## src/rtl/pool_sched.sv

```systemverilog
// pool_sched: sequencer for the 2x2 stride-2 max-pool stage (line-buffer addressing,
// window strobe, pooled-output count, end of frame). rev 1.0
`default_nettype none

module pool_sched #(
  parameter int IMG_W = 28,
  parameter int IMG_H = 28,
  parameter int CW    = 5,
  parameter int OW    = 8
) (
  input  logic          clk,
  input  logic          rst_n,
  input  logic          i_start,
  input  logic          i_abort,
  input  logic          i_pix_valid,
  output logic          o_pix_ready,
  output logic          o_wr_en,
  output logic          o_wr_row,
  output logic [CW-1:0] o_wr_col,
  output logic [CW-1:0] o_rd_col0,
  output logic [CW-1:0] o_rd_col1,
  output logic          o_win_valid,
  output logic [CW-1:0] o_out_row,
  output logic [CW-1:0] o_out_col,
  output logic [OW-1:0] o_win_cnt,
  output logic          o_busy,
  output logic          o_frame_done,
  output logic          o_drop_err
);

  typedef enum logic [1:0] {
    S_IDLE = 2'd0,
    S_RUN  = 2'd1,
    S_LAST = 2'd2
  } state_t;

  localparam logic [CW-1:0] C_LAST_COL = CW'(IMG_W - 1);
  localparam logic [CW-1:0] C_LAST_ROW = CW'(IMG_H - 1);

  state_t        r_state;
  logic [CW-1:0] r_row;
  logic [CW-1:0] r_col;
  logic [CW-1:0] r_rd_col0;
  logic [CW-1:0] r_rd_col1;
  logic [CW-1:0] r_out_row;
  logic [CW-1:0] r_out_col;
  logic [OW-1:0] r_win_cnt;
  logic          r_win_valid;
  logic          r_frame_done;
  logic          r_drop_err;

  logic w_accept;
  logic w_last_col;
  logic w_last_row;
  logic w_win;

  // Abort outranks an accept, so it withdraws ready in the same cycle.
  assign o_pix_ready = (r_state == S_RUN) && !i_abort;
  assign w_accept    = i_pix_valid && o_pix_ready;
  assign w_last_col  = (r_col == C_LAST_COL);
  assign w_last_row  = (r_row == C_LAST_ROW);
  assign w_win       = w_accept && r_row[0] && r_col[0];

  always_ff @(posedge clk or negedge rst_n) begin
    if (!rst_n) begin
      r_state      <= S_IDLE;
      r_row        <= '0;
      r_col        <= '0;
      r_rd_col0    <= '0;
      r_rd_col1    <= '0;
      r_out_row    <= '0;
      r_out_col    <= '0;
      r_win_cnt    <= '0;
      r_win_valid  <= 1'b0;
      r_frame_done <= 1'b0;
      r_drop_err   <= 1'b0;
    end else begin
      r_win_valid  <= 1'b0;
      r_frame_done <= 1'b0;
      if (i_pix_valid && (r_state != S_RUN)) begin
        r_drop_err <= 1'b1;
      end
      case (r_state)
        S_IDLE: begin
          if (i_start) begin
            r_state    <= S_RUN;
            r_row      <= '0;
            r_col      <= '0;
            r_win_cnt  <= '0;
            r_drop_err <= 1'b0;
          end
        end
        S_RUN: begin
          if (i_abort) begin
            r_state <= S_IDLE;
          end else if (w_accept) begin
            if (w_win) begin
              r_win_valid <= 1'b1;
              r_rd_col0   <= r_col - CW'(1);
              r_rd_col1   <= r_col;
              r_out_row   <= r_row >> 1;
              r_out_col   <= r_col >> 1;
              r_win_cnt   <= r_win_cnt + OW'(1);
            end
            if (w_last_col) begin
              r_col <= '0;
              // Row wraps on the final pixel so the counter never exceeds IMG_H-1.
              r_row <= w_last_row ? '0 : r_row + CW'(1);
            end else begin
              r_col <= r_col + CW'(1);
            end
            if (w_last_col && w_last_row) begin
              r_state      <= S_LAST;
              r_frame_done <= 1'b1;
            end
          end
        end
        S_LAST: begin
          r_state <= S_IDLE;
        end
        default: begin
          r_state <= S_IDLE;
        end
      endcase
    end
  end

  assign o_wr_en      = w_accept;
  assign o_wr_row     = r_row[0];
  assign o_wr_col     = r_col;
  assign o_rd_col0    = r_rd_col0;
  assign o_rd_col1    = r_rd_col1;
  assign o_win_valid  = r_win_valid;
  assign o_out_row    = r_out_row;
  assign o_out_col    = r_out_col;
  assign o_win_cnt    = r_win_cnt;
  assign o_busy       = (r_state != S_IDLE);
  assign o_frame_done = r_frame_done;
  assign o_drop_err   = r_drop_err;

endmodule

`default_nettype wire

```

## config.mk

```make
export PLATFORM = sky130hd
export DESIGN_NAME = pool_sched
export DESIGN_NICKNAME = d
export VERILOG_FILES = /design/src/rtl/pool_sched.sv
export SDC_FILE = /design/constraint.sdc
export NUM_CORES = 1
export LEC_CHECK = 0
export BUFFER_PORTS_ARGS = -buffer_cell sky130_fd_sc_hd__clkbuf_2
export CORE_ASPECT_RATIO = 1.2
export CORE_UTILIZATION = 53
export DETAILED_ROUTE_END_ITERATION = 10
export HOLD_SLACK_MARGIN = 0.03
export PLACE_DENSITY = 0.78
export SYNTH_ARGS = -nofsm -noshare
export SYNTH_HDL_FRONTEND = slang
export SYNTH_SLANG_ARGS = --single-unit
```

## constraint.sdc

```tcl
create_clock -name clk -period 2.2 [get_ports clk]
set_clock_uncertainty 0.1 [all_clocks]
set_input_delay 0.11 -clock clk [delete_from_list [all_inputs] [get_ports clk]]
set_output_delay 0.11 -clock clk [all_outputs]
set_load 0.05 [all_outputs]
```

==> Word level (Yosys, flattened, before mapping) <==
Cells that the tools add are included.
{ "totals": {"out_inout_bits": 40, "elab_cells": 73, "regBits": 41, "input_bits": 5} }
{ "op_classes": {"bitwise_logic": 1, "n_eq_ne": 11, "n_reduce_logical": 15, "mux": 31, "add_sub_neg": 4} }
{ "ops": {"columns": ["op", "n"], "rows": [
  ["$mux W5", 8],
  ["$mux W8", 4],
  ["$pmux W5 S2", 2],
  ["$pmux W8 S2", 1],
  ["$mux W1", 11],
  ["$add A5 B1 Y5 const B", 2],
  ["$eq A5 B5 Y1 const B", 2],
  ["$ne A2 B2 Y1 const B", 5],
  ["$reduce_and A5 Y1", 2],
  ["$add A8 B1 Y8 const B", 1],
  ["$mux W2", 4],
  ["$reduce_and A4 Y1", 2],
  ["$logic_and A1 B1 Y1", 6],
  ["$sub A5 B1 Y5 const B", 1],
  ["$pmux W2 S2", 1],
  ["$reduce_bool A2 Y1", 2],
  ["$ne A3 B2 Y1 const B", 1],
  ["$ne A3 B3 Y1 const B", 1],
  ["$reduce_and A3 Y1", 1],
  ["$eq A2 B1 Y1 const B", 1],
  ["$logic_not A2 Y1", 1],
  ["$ne A2 B1 Y1 const B", 1],
  ["$logic_not A1 Y1", 1],
  ["$not A1 Y1", 1]
]} }

==> Longest topological paths before layout <==
Gate-level depths: netlist of run 1.
{ "depth": {"word_depth": 9, "depth_mapped": 6, "mapped_depth_nobuf": 5} }

==> Least setup slack after synthesis of run 1 <==
No wires, ideal clock.
{ "synth_path": {"path_kind": "register -> register", "start": "register r_state[1]", "end": "register r_col[1], in the netlist o_wr_col[1]", "path_stages_with_launch": 5, "setup_ns": 0.083, "path_buffers": 1, "period_less_slack_ns": 2.274, "arrival_ns": 2.091, "slack_ns": -0.074, "cell_sequence": "dfrtp_1 > buf_2 > nor3b_1 > o211ai_1 > o21ai_0"} }
{ "synth_between": {"elab_chain_cells": 5, "elab_cells_between_ends": 10, "cone_classes": "4 x eq/ne; 1 x mux; 5 x reduce/logical"} }
{ "synth_lines": {"columns": ["element", "line_no", "rtl"], "rows": [
  ["start, declared", "40", "state_t r_state;"],
  ["start signal, assigned", "66", "r_state <= S_IDLE;"],
  ["start signal, assigned", "86", "r_state <= S_RUN;"],
  ["start signal, assigned", "95", "r_state <= S_IDLE;"],
  ["$eq A2 B1 Y1", "58", "assign o_pix_ready = (r_state == S_RUN) && !i_abort;"],
  ["$logic_and A1 B1 Y1", "58", null],
  ["named net o_pix_ready", "16", "output logic o_pix_ready,"],
  ["$logic_and A1 B1 Y1", "59", "assign w_accept = i_pix_valid && o_pix_ready;"],
  ["$ne A2 B2 Y1 (no source line)", null, null],
  ["$reduce_and A4 Y1 (no source line)", null, null],
  ["end signal, assigned", "110", "r_col <= r_col + CW'(1);"],
  ["end, declared", "42", "logic [CW-1:0] r_col;"]
]} }
The timed path passes the listed nets, and every way through them passes these cells.
A chain may end at the register's enable or synchronous reset.

==> Final worst setup path of run 1 <==
{ "layout_path": {"start": "register r_state[1]", "end": "output port o_wr_en"} }
{ "layout_between": {"elab_chain_cells": 3} }
{ "layout_lines": {"columns": ["element", "line_no", "rtl"], "rows": [
  ["$eq A2 B1 Y1", "58", null],
  ["$logic_and A1 B1 Y1", "58", null],
  ["$logic_and A1 B1 Y1", "59", null],
  ["end, declared", "17", "output logic o_wr_en,"]
]} }
No other way between the ends.

==> results of run 1 <==
==> cell families (layout without fill, tap and decap cells) <==
family | Yosys count | count (layout) | synth area share, %
other | 1 | 2 | 0.1955
buffers and inverters | 24 | 67 | 6.979
flip-flops | 37 | 37 | 48.27
adder cells (fa/ha/maj) | 4 | 4 | 2.609
multiplexers | 17 | 17 | 9.981
AO/OA/AOI/OAI | 28 | 28 | 10.37
AND/OR/NAND/NOR | 58 | 58 | 20.68
XOR/XNOR | 2 | 2 | 0.9134
==> routing by layer <==
layer  vias up  part of all wire, %  routed length (um)
met5         -                    0                   0
met4         0                  2.7                 118
met3        13                  3.9                 173
met2        43                   54                2357
met1       735                   40                1736
li1        707                    -                   -
==> layout by cell type, fill, tap and decap left out, types with 3 or more instances in the layout <==
master    instances
clkbuf_2         42
dfrtp_1          37
nand3_1           9
mux2_2            9
inv_1             8
nand2_1           7
nand4_1           7
buf_4             7
a21oi_1           6
mux2i_1           6
clkbuf_8          6
nor3_1            5
o21ai_0           4
o211ai_1          4
and4b_1           4
ha_1              4
or2b_1            3
a31oi_1           3
==> worst register-to-register path, delay by kind of cell (launching register included) <==
kind | cells | cell delay, ps
flip-flops | 1 | 500
AND/OR/NAND/NOR | 2 | 480
buffers and inverters | 2 | 430
multiplexers | 1 | 360
==> worst paths after layout <==
path	endpoint	start	slack, ps	cells past startpoint
min	r_state[0]	i_abort	50	3
max in group asynchronous	r_row[4]	rst_n	1050	2
max reg2reg	o_rd_col0[3]	r_state[1]	220	5
min reg2reg	o_rd_col1[0]	o_rd_col1[0]	370	1
max	o_wr_en	r_state[1]	150	4
min in group asynchronous	o_win_cnt[3]	rst_n	390	2
==> final cells by class <==
cell class	count	share of cell area [%]
Timing Repair Buffer	50	12.04
Clock inverter	1	1.325
Clock buffer	7	3.810
Multi-Input combinational cell	111	38.27
Sequential cell	37	40.86
Inverter	9	1.657
Tap cell	37	2.043
==> flip-flops by register name (all words and copies together) (netlist names) <==
register,cells
o_drop_err,1
o_frame_done,1
o_out_row,4
o_rd_col0,5
o_rd_col1,5
o_win_cnt,8
o_win_valid,1
o_wr_col,5
r_row,5
r_state,2
==> what timing repair did <==
action                                 CTS  global route
hold buffers                             1             0
setup buffers                            0             4
gates resized for setup                  0             1
endpoints found under the hold margin   37             0
setup endpoints to repair                0             1
==> power groups by stage <==
stage / clock network, mW / registers [mW] / logic [mW]
after detailed placement: 0 / 1.02 / 1.12
after floorplan: 0 / 1.40 / 0.480
after CTS: 0.613 / 1.01 / 1.13
final: 0.607 / 1.01 / 1.13
after global placement: 0 / 1.01 / 1.09
after global routing: 0.632 / 1.05 / 1.20
==> stage by stage <==
step                      instances  instance area [sq um]  worst slack (ps)
after CTS                       248                   2232            0.1574
after global placement          239                   2106             328.6
after global routing            252                   2266             55.07
after floorplan                 172                   1927             199.0
after detailed placement        239                   2106             264.9
final                           252                   2266             151.2
==> results.sh, run 1 <==
export IMPL_wl_per_cell_um=17.40
export IMPL_root_buffer="clkbuf_8"
export IMPL_power_frac_seq_pct=36.9
export IMPL_min_period_ps=2049
export IMPL_grt_max_degree=38
export IMPL_fmax_mhz=488.1
export IMPL_critPathArrivalTime_ps=1840
export IMPL_numPortBuffers=42
export IMPL_met3_usage_pct=5.104
export IMPL_synth_edf_count=0
export IMPL_power_mw=2.746
export IMPL_hold_slack_ps=52.46
export IMPL_violations="design-rule violations"
export IMPL_drcViolationCount=6
export IMPL_status="finished, violations left"
export IMPL_path_class="flip-flop to output port"
export IMPL_wl_mm=4.385
export IMPL_ant_nets=0
export IMPL_syn_area_sq_um=1918
export IMPL_clockBufferDepth=2
export IMPL_avgSynthCellArea_sq_um=11.22
export IMPL_setup_violations_final=0
export IMPL_regArea_sq_um=925.9
export IMPL_synth_warnings=0
export IMPL_crit_path_end_kind="output port"
export IMPL_critPathTopFamily="buffers and inverters"
export IMPL_grt_pass1_vias=1469
export IMPL_yosysMostFrequentCell="dfrtp_1"
export IMPL_drtPass1Iterations=7
export IMPL_gp_congestion=0.9034
export IMPL_grt_use_total_pct=24.47
export IMPL_max_stage_delay_ps=500
export IMPL_final_nets=223
export IMPL_async_flop_share_pct=100.0
export IMPL_drv_slew=0
export IMPL_powerDensity_nw_per_um2=1212
export IMPL_setup_tns_ps=0
export IMPL_synth_cell_types=47
export IMPL_synthToLayoutAreaGrowth_pct=18.13
export IMPL_multi_input_area_sq_um=867.1
export IMPL_gr_usage_met1_pct=26.96
export IMPL_dieArea_sq_um=3865
export IMPL_pwr_share_comb_pct=41.1
export IMPL_overflow=0
export IMPL_start_util_pct=56.48
export IMPL_leakagePower_nw=1.159
export IMPL_dp_hpwl_mm=3.052
export IMPL_path_max_fanout=11
export IMPL_vias=1498
export IMPL_synth_area_leaders="dfrtp_1 48%, mux2_2 5.3%, mux2i_1 3.1%, buf_4 3.1%, ha_1 2.6%"
export IMPL_cts_made_buffers=5
export IMPL_insertion_delay_ps=290
export IMPL_fin_crit_sh_pct=93.13
export IMPL_synth_seq_cells=37
export IMPL_ys_top_cells_by_count="37 x dfrtp_1, 9 x inv_1, 9 x mux2_2, 9 x nand3_1, 8 x buf_4"
export IMPL_final_core_util_pct=66.73
export IMPL_internal_power_mw=1.516
export IMPL_p_switching_mw=1.230
export IMPL_die_width_um=56.92
export IMPL_core_sq_um=3396
export IMPL_synth_cells=171
export IMPL_slowest_stage="dfrtp_1"
export IMPL_use_met2_pct=45.74
export IMPL_drv_cap=0
export IMPL_gr_max_usage_layer="met2"
export IMPL_ir_worst_vdd_v=0.0005963
export IMPL_hold_viol=0
export IMPL_crit_buf_inv=3
export IMPL_cp_start_kind="flip-flop"
export IMPL_die_h_um=67.90
export IMPL_cts_max_level=2
export IMPL_crit_chain="nand4bb_4 > clkinvlp_4 > buf_4 > clkbuf_2"
export IMPL_power_frac_clock_pct=22.1
export IMPL_synth_top_cell_area_share_pct=48.27
export IMPL_numClockSinks=37
export IMPL_clk_pin_slew_ps=70
export IMPL_tightest_slew_ps=912.3
export IMPL_crit_required_ps=1990
export IMPL_cts_tree="built"
export IMPL_antenna_found_initial=0
export IMPL_ys_seq_area_share_pct=48.27
export IMPL_timing_slew_headroom_pct=39.18
export IMPL_synth_ff_type="dfrtp_1"
export IMPL_pin_count=45
export IMPL_drt_first_iter_violations=63
export IMPL_synth_top_area_cell="dfrtp_1"
export IMPL_avgViaCountPerCell=5.944
export IMPL_hold_path_class="primary input to flip-flop"
export IMPL_swShare_pct=44.80
export IMPL_grt_setup_unrepaired="false"
export IMPL_fill_cells=280
export IMPL_drive_above_1_share_pct=35.35
export IMPL_grt_pass1_wl_mm=6.989
export IMPL_diodes=0
export IMPL_rows=23
No activity file was read; power rests on OpenSTA's default activity.
==> run 2: changes to the inputs <==
--- a/config.mk
+++ b/config.mk
@@ -9,6 +9,7 @@
 export CORE_ASPECT_RATIO = 1.2
 export CORE_UTILIZATION = 53
 export DETAILED_ROUTE_END_ITERATION = 10
+export GPL_TIMING_DRIVEN = 0
 export HOLD_SLACK_MARGIN = 0.03
 export PLACE_DENSITY = 0.78
 export SYNTH_ARGS = -nofsm -noshare
==> run 2 against run 1 <==
- the run still ends with design-rule violations left
- sequential power about the same
- maximum frequency shrank 1.3%
- global-route usage shrank 0.67 points
- register-to-register slack gained 30 ps
- power rose by 1.2%
- core utilization rose by 1.4 points
- clock power up 1%
- worst hold slack better by 12 ps
- critical endpoint unchanged
- count of clock-buffer cells in the layout fell by 1
- non-clock buffer count up 8
==> results.sh, run 2 (synthesis results as in run 1) <==
export IMPL_setup_violations_final=0
export IMPL_crit_required_ps=1990
export IMPL_layout_common_cells="42 x clkbuf_2, 37 x dfrtp_1, 9 x inv_1, 9 x nand3_1, 9 x mux2_2"
export IMPL_r2r_setup_slack_ps=250
export IMPL_min_period_ps=2075
export IMPL_tightest_slew_ps=934.1
export IMPL_grt_pass1_vias=1456
export IMPL_grt_pass1_wl_mm=6.775
export IMPL_gp_congestion=0.8938
export IMPL_ant_nets=0
export IMPL_cts_made_buffers=5
export IMPL_crit_path_end_kind="output port"
export IMPL_root_buffer="clkbuf_8"
export IMPL_r2r_end="r_row[3]"
export IMPL_holdCritStartpoint="i_pix_valid"
export IMPL_drt_first_iter_violations=99
export IMPL_numPortBuffers=42
export IMPL_timing_slew_headroom_pct=37.73
export IMPL_grt_setup_unrepaired="false"
export IMPL_setup_tns_ps=0
export IMPL_avgViaCountPerCell=5.954
export IMPL_path_class="flip-flop to output port"
export IMPL_final_core_util_pct=68.13
export IMPL_core_sq_um=3396
export IMPL_hold_depth=3
export IMPL_numClockSinks=37
export IMPL_dieArea_sq_um=3865
export IMPL_reg2reg_from="o_wr_col[0]"
export IMPL_power_mw=2.780
export IMPL_drv_slew=0
export IMPL_worst_r2r_cell_count=4
export IMPL_insertion_delay_ps=290
export IMPL_rows=23
export IMPL_overflow=0
export IMPL_clockBufferDepth=2
export IMPL_diodes=0
export IMPL_drtPass1Iterations=7
export IMPL_drv_cap=0
export IMPL_hold_path_class="primary input to flip-flop"
export IMPL_die_width_um=56.92
export IMPL_fin_crit_sh_pct=94.32
export IMPL_dp_hpwl_mm=3.063
export IMPL_largest_reg_flops=8
export IMPL_min_to="o_drop_err"
export IMPL_fmax_mhz=481.9
export IMPL_grt_use_total_pct=23.80
export IMPL_cp_start_kind="flip-flop"
export IMPL_cts_max_level=2
export IMPL_status="finished, violations left"
export IMPL_critPathArrivalTime_ps=1870
export IMPL_start_util_pct=56.48
export IMPL_pin_count=45
export IMPL_hold_viol=0
export IMPL_vias=1548
export IMPL_wl_per_cell_um=16.29
export IMPL_leakagePower_nw=1.206
export IMPL_drcViolationCount=7
export IMPL_cts_setup_buffers=0
export IMPL_die_h_um=67.90
export IMPL_drive_above_1_share_pct=37.22
export IMPL_synthToLayoutAreaGrowth_pct=20.61
export IMPL_clk_pin_slew_ps=70
export IMPL_violations="design-rule violations"
export IMPL_powerDensity_nw_per_um2=1202
export IMPL_cts_tree="built"
export IMPL_hold_slack_ps=64.15
export IMPL_wl_mm=4.236
export IMPL_final_nets=231
export IMPL_antenna_found_initial=0
export IMPL_grt_max_degree=38
export IMPL_path_max_fanout=10
export IMPL_final_common_cell="clkbuf_2"
export IMPL_ir_worst_vdd_v=0.0007158
export IMPL_fill_cells=273
## run 2: changes by cell type in the layout (fill, tap and decap cells not counted)
| cell | change |
|---|---|
| buf_2 | +5 |
| buf_4 | +1 |
| buf_6 | +1 |
| inv_1 | +1 |
## run 2: layer usage
layer	vias up	track usage [%]	wire length, um
met1	764	26.94	1681
li1	724	-	-
met5	-	0	0
met2	48	41.76	2242
met4	0	12.20	103
met3	12	6.238	208
## run 2: what timing repair did
action                                 CTS  global route
endpoints found under the hold margin   37             0
gates resized for setup                  0             0
hold buffers                             1             0
## run 2: power by group
group	switching, mW	internal, mW	leakage, nW
Sequential	0.163	0.830	0.492
Combinational	0.834	0.339	0.657
Clock	0.246	0.368	0.0574
## run 2: layout make-up
cell class	instances	area, sq um	share of cell area (%)
Multi-Input combinational cell	111	867.1	37.48
Buffer	15	100.1	4.327
Inverter	9	33.78	1.460
Sequential cell	37	925.9	40.02
Clock buffer	6	82.58	3.569
Clock inverter	2	37.54	1.622
Timing Repair Buffer	43	220.2	9.519
Tap cell	37	46.29	2.001
## run 2: metrics by stage
step                std cells  instance area, sq um  setup slack, ps
global placement          251                  2183            290.8
finish                    260                  2313            124.9
CTS                       260                  2313            124.8
detailed placement        251                  2183            279.7
global route              260                  2313            15.39
floorplan                 172                  1927            199.0
## run 2: worst max-delay path, cell delays in order, from the launching register on
cell and delay, ps:
dfrtp_1 370, buf_2 180, nand4bb_4 260, inv_1 230, buf_4 230, clkbuf_2 300
## run 2: worst max-delay path by stage
stage	start	endpoint	slack, ps	depth (start not counted)
2_1_floorplan	o_wr_col[0]	r_row[3]	200	4
3_3_place_gp	r_state[1]	o_out_row[1]	290	5
3_5_place_dp	r_state[1]	o_rd_col0[3]	280	5
4_1_cts	r_state[1]	o_wr_en	120	5
5_1_grt	r_state[1]	o_wr_en	20	5
6_report	r_state[1]	o_wr_en	120	5
==> run 3: changes to the inputs <==
--- a/config.mk
+++ b/config.mk
@@ -6,7 +6,6 @@
 export NUM_CORES = 1
 export LEC_CHECK = 0
 export BUFFER_PORTS_ARGS = -buffer_cell sky130_fd_sc_hd__clkbuf_2
-export CORE_ASPECT_RATIO = 1.2
 export CORE_UTILIZATION = 53
 export DETAILED_ROUTE_END_ITERATION = 10
 export GPL_TIMING_DRIVEN = 0
==> run 3 against run 2 <==
- the run now ends clean
- first-iteration DRC count down 19%
- sequential share of layout area is 0.29 points higher
- global-route usage up 1.1 points
- clock power down 41%
- maximum frequency shrank 0.39%
- power decreased by 8.7%
- via count increased by 1.7%
- wire length grew 1.2%
- sequential power hardly changed
==> results.sh, run 3 (synthesis results as in run 1) <==
export IMPL_status="finished, final reports clean"
export IMPL_crit_buf_inv=4
export IMPL_grt_pass1_vias=1576
export IMPL_setup_slack_ps=116.7
export IMPL_min_period_ps=2083
export IMPL_wl_mm=4.286
export IMPL_met3_usage_pct=6.066
export IMPL_hold_viol=0
export IMPL_drt_first_iter_violations=80
export IMPL_fmax_mhz=480.0
export IMPL_drv_slew=0
export IMPL_crit_path_end_kind="output port"
export IMPL_vias=1575
export IMPL_hold_depth=4
export IMPL_critPathTopFamily="buffers and inverters"
export IMPL_reg2reg_from="o_wr_col[1]"
export IMPL_root_buffer="clkbuf_4"
export IMPL_path_class="flip-flop to output port"
export IMPL_use_met2_pct=40.66
export IMPL_core_sq_um=3390
export IMPL_critPathArrivalTime_ps=1870
export IMPL_gp_congestion=0.8539
export IMPL_pin_count=45
export IMPL_cts_tree="built"
export IMPL_max_stage_delay_ps=390
export IMPL_grt_pass1_wl_mm=7.493
export IMPL_finalNonFillerCells=271
export IMPL_cts_setup_buffers=0
export IMPL_setup_tns_ps=0
export IMPL_powerDensity_nw_per_um2=1103
export IMPL_ant_nets=0
export IMPL_r2r_setup_slack_ps=120
export IMPL_final_nets=234
export IMPL_slowest_stage="dfrtp_1"
export IMPL_leakagePower_nw=1.181
export IMPL_numClockSinks=37
export IMPL_cts_made_buffers=5
export IMPL_grt_use_total_pct=24.93
export IMPL_path_max_fanout=10
export IMPL_worst_r2r_cell_count=5
export IMPL_power_frac_clock_pct=14.2
export IMPL_overflow=0
export IMPL_final_common_cell="clkbuf_2"
export IMPL_drive_above_1_share_pct=37.33
export IMPL_clockBufferDepth=2
export IMPL_cts_max_level=2
export IMPL_holdCritStartpoint="i_start"
export IMPL_hold_slack_ps=66.12
export IMPL_drtPass1Iterations=4
export IMPL_crit_chain="buf_2 > nand4bb_4 > clkinvlp_4 > buf_4 > clkbuf_4"
export IMPL_clk_pin_slew_ps=100
export IMPL_grt_setup_unrepaired="false"
export IMPL_pwr_share_comb_pct=46.7
export IMPL_tightest_slew_ps=917.5
export IMPL_setup_violations_final=0
export IMPL_numPortBuffers=42
export IMPL_internal_power_mw=1.329
export IMPL_dpl_cell_count=260
export IMPL_drv_cap=0
export IMPL_die_width_um=62.16
export IMPL_die_h_um=62.16
export IMPL_insertion_delay_ps=340
export IMPL_ir_worst_vdd_v=0.0006664
export IMPL_rows=21
export IMPL_grt_max_degree=38
export IMPL_antenna_found_initial=0
export IMPL_min_to="o_win_cnt[1]"
export IMPL_largest_reg_flops=8
export IMPL_swShare_pct=47.65
export IMPL_wl_per_cell_um=15.82
export IMPL_power_frac_seq_pct=39.1
export IMPL_drcViolationCount=0
export IMPL_dp_hpwl_mm=3.017
export IMPL_r2r_end="r_state[0]"
export IMPL_timing_slew_headroom_pct=38.83
export IMPL_gr_usage_met1_pct=31.96
export IMPL_hold_path_class="primary input to flip-flop"
export IMPL_start_util_pct=56.59
export IMPL_crit_required_ps=1990
export IMPL_synthToLayoutAreaGrowth_pct=19.90
export IMPL_gr_max_usage_layer="met2"
export IMPL_post_place_ws_ps=267.6
export IMPL_fin_crit_sh_pct=94.69
export IMPL_layout_common_cells="41 x clkbuf_2, 36 x dfrtp_1, 9 x nand3_1, 9 x mux2_2"
export IMPL_dieArea_sq_um=3864
export IMPL_avgViaCountPerCell=5.812
export IMPL_diodes=0
export IMPL_p_switching_mw=1.209
export IMPL_cp_start_kind="flip-flop"
## run 3: timing repair
item / 4_1_cts / 5_1_grt
hold endpoints to repair: 39 / 0
endpoints found under the setup margin: 0 / 2
hold buffers: 4 / 0
resized for setup: 0 / 5
## run 3: worst max path at each step
stage	depth (start not counted)	to	start
6_report	5	o_wr_en	r_state[1]
5_1_grt	5	r_state[0]	o_wr_col[1]
4_1_cts	5	o_wr_en	r_state[1]
3_5_place_dp	5	o_out_row[3]	r_state[1]
3_3_place_gp	5	o_out_row[1]	r_state[1]
2_1_floorplan	4	r_row[3]	o_wr_col[0]
## run 3: worst min-delay path: stages
cell      delay, ps
clkbuf_2         90
inv_1            50
o22ai_1          80
o21ai_0         140
## run 3: final cells by class
cell class,count,area (sq um)
tap,46,57.56
inverter,9,37.54
sequential,37,927.1
buffer,15,100.1
timing repair buffer,46,252.7
multi-input combinational,111,869.6
fill,265,1090
clock buffer,7,55.05
## run 3: routing by layer
metal / share of wire, % / vias up
li1: - / 734
met1: 42 / 774
met2: 51 / 60
met3: 5.9 / 7
met4: 1.6 / 0
met5: 0 / -
## run 3: power by group through the flow
stage          Combinational, mW  Sequential (mW)  Clock [mW]
2_1_floorplan              0.480             1.40           0
3_3_place_gp                1.15            0.985           0
3_5_place_dp                1.17             1.00           0
4_1_cts                     1.18            0.986       0.373
5_1_grt                     1.26             1.02       0.406
6_report                    1.18            0.992       0.361
## run 3: stage by stage
step	area [sq um]	util, %	power [mW]
2_1_floorplan	1927	-	1.883
3_3_place_gp	2195	64.75	2.131
3_5_place_dp	2195	64.75	2.174
6_report	2300	67.85	2.538
4_1_cts	2290	67.55	2.544
5_1_grt	2300	67.85	2.681
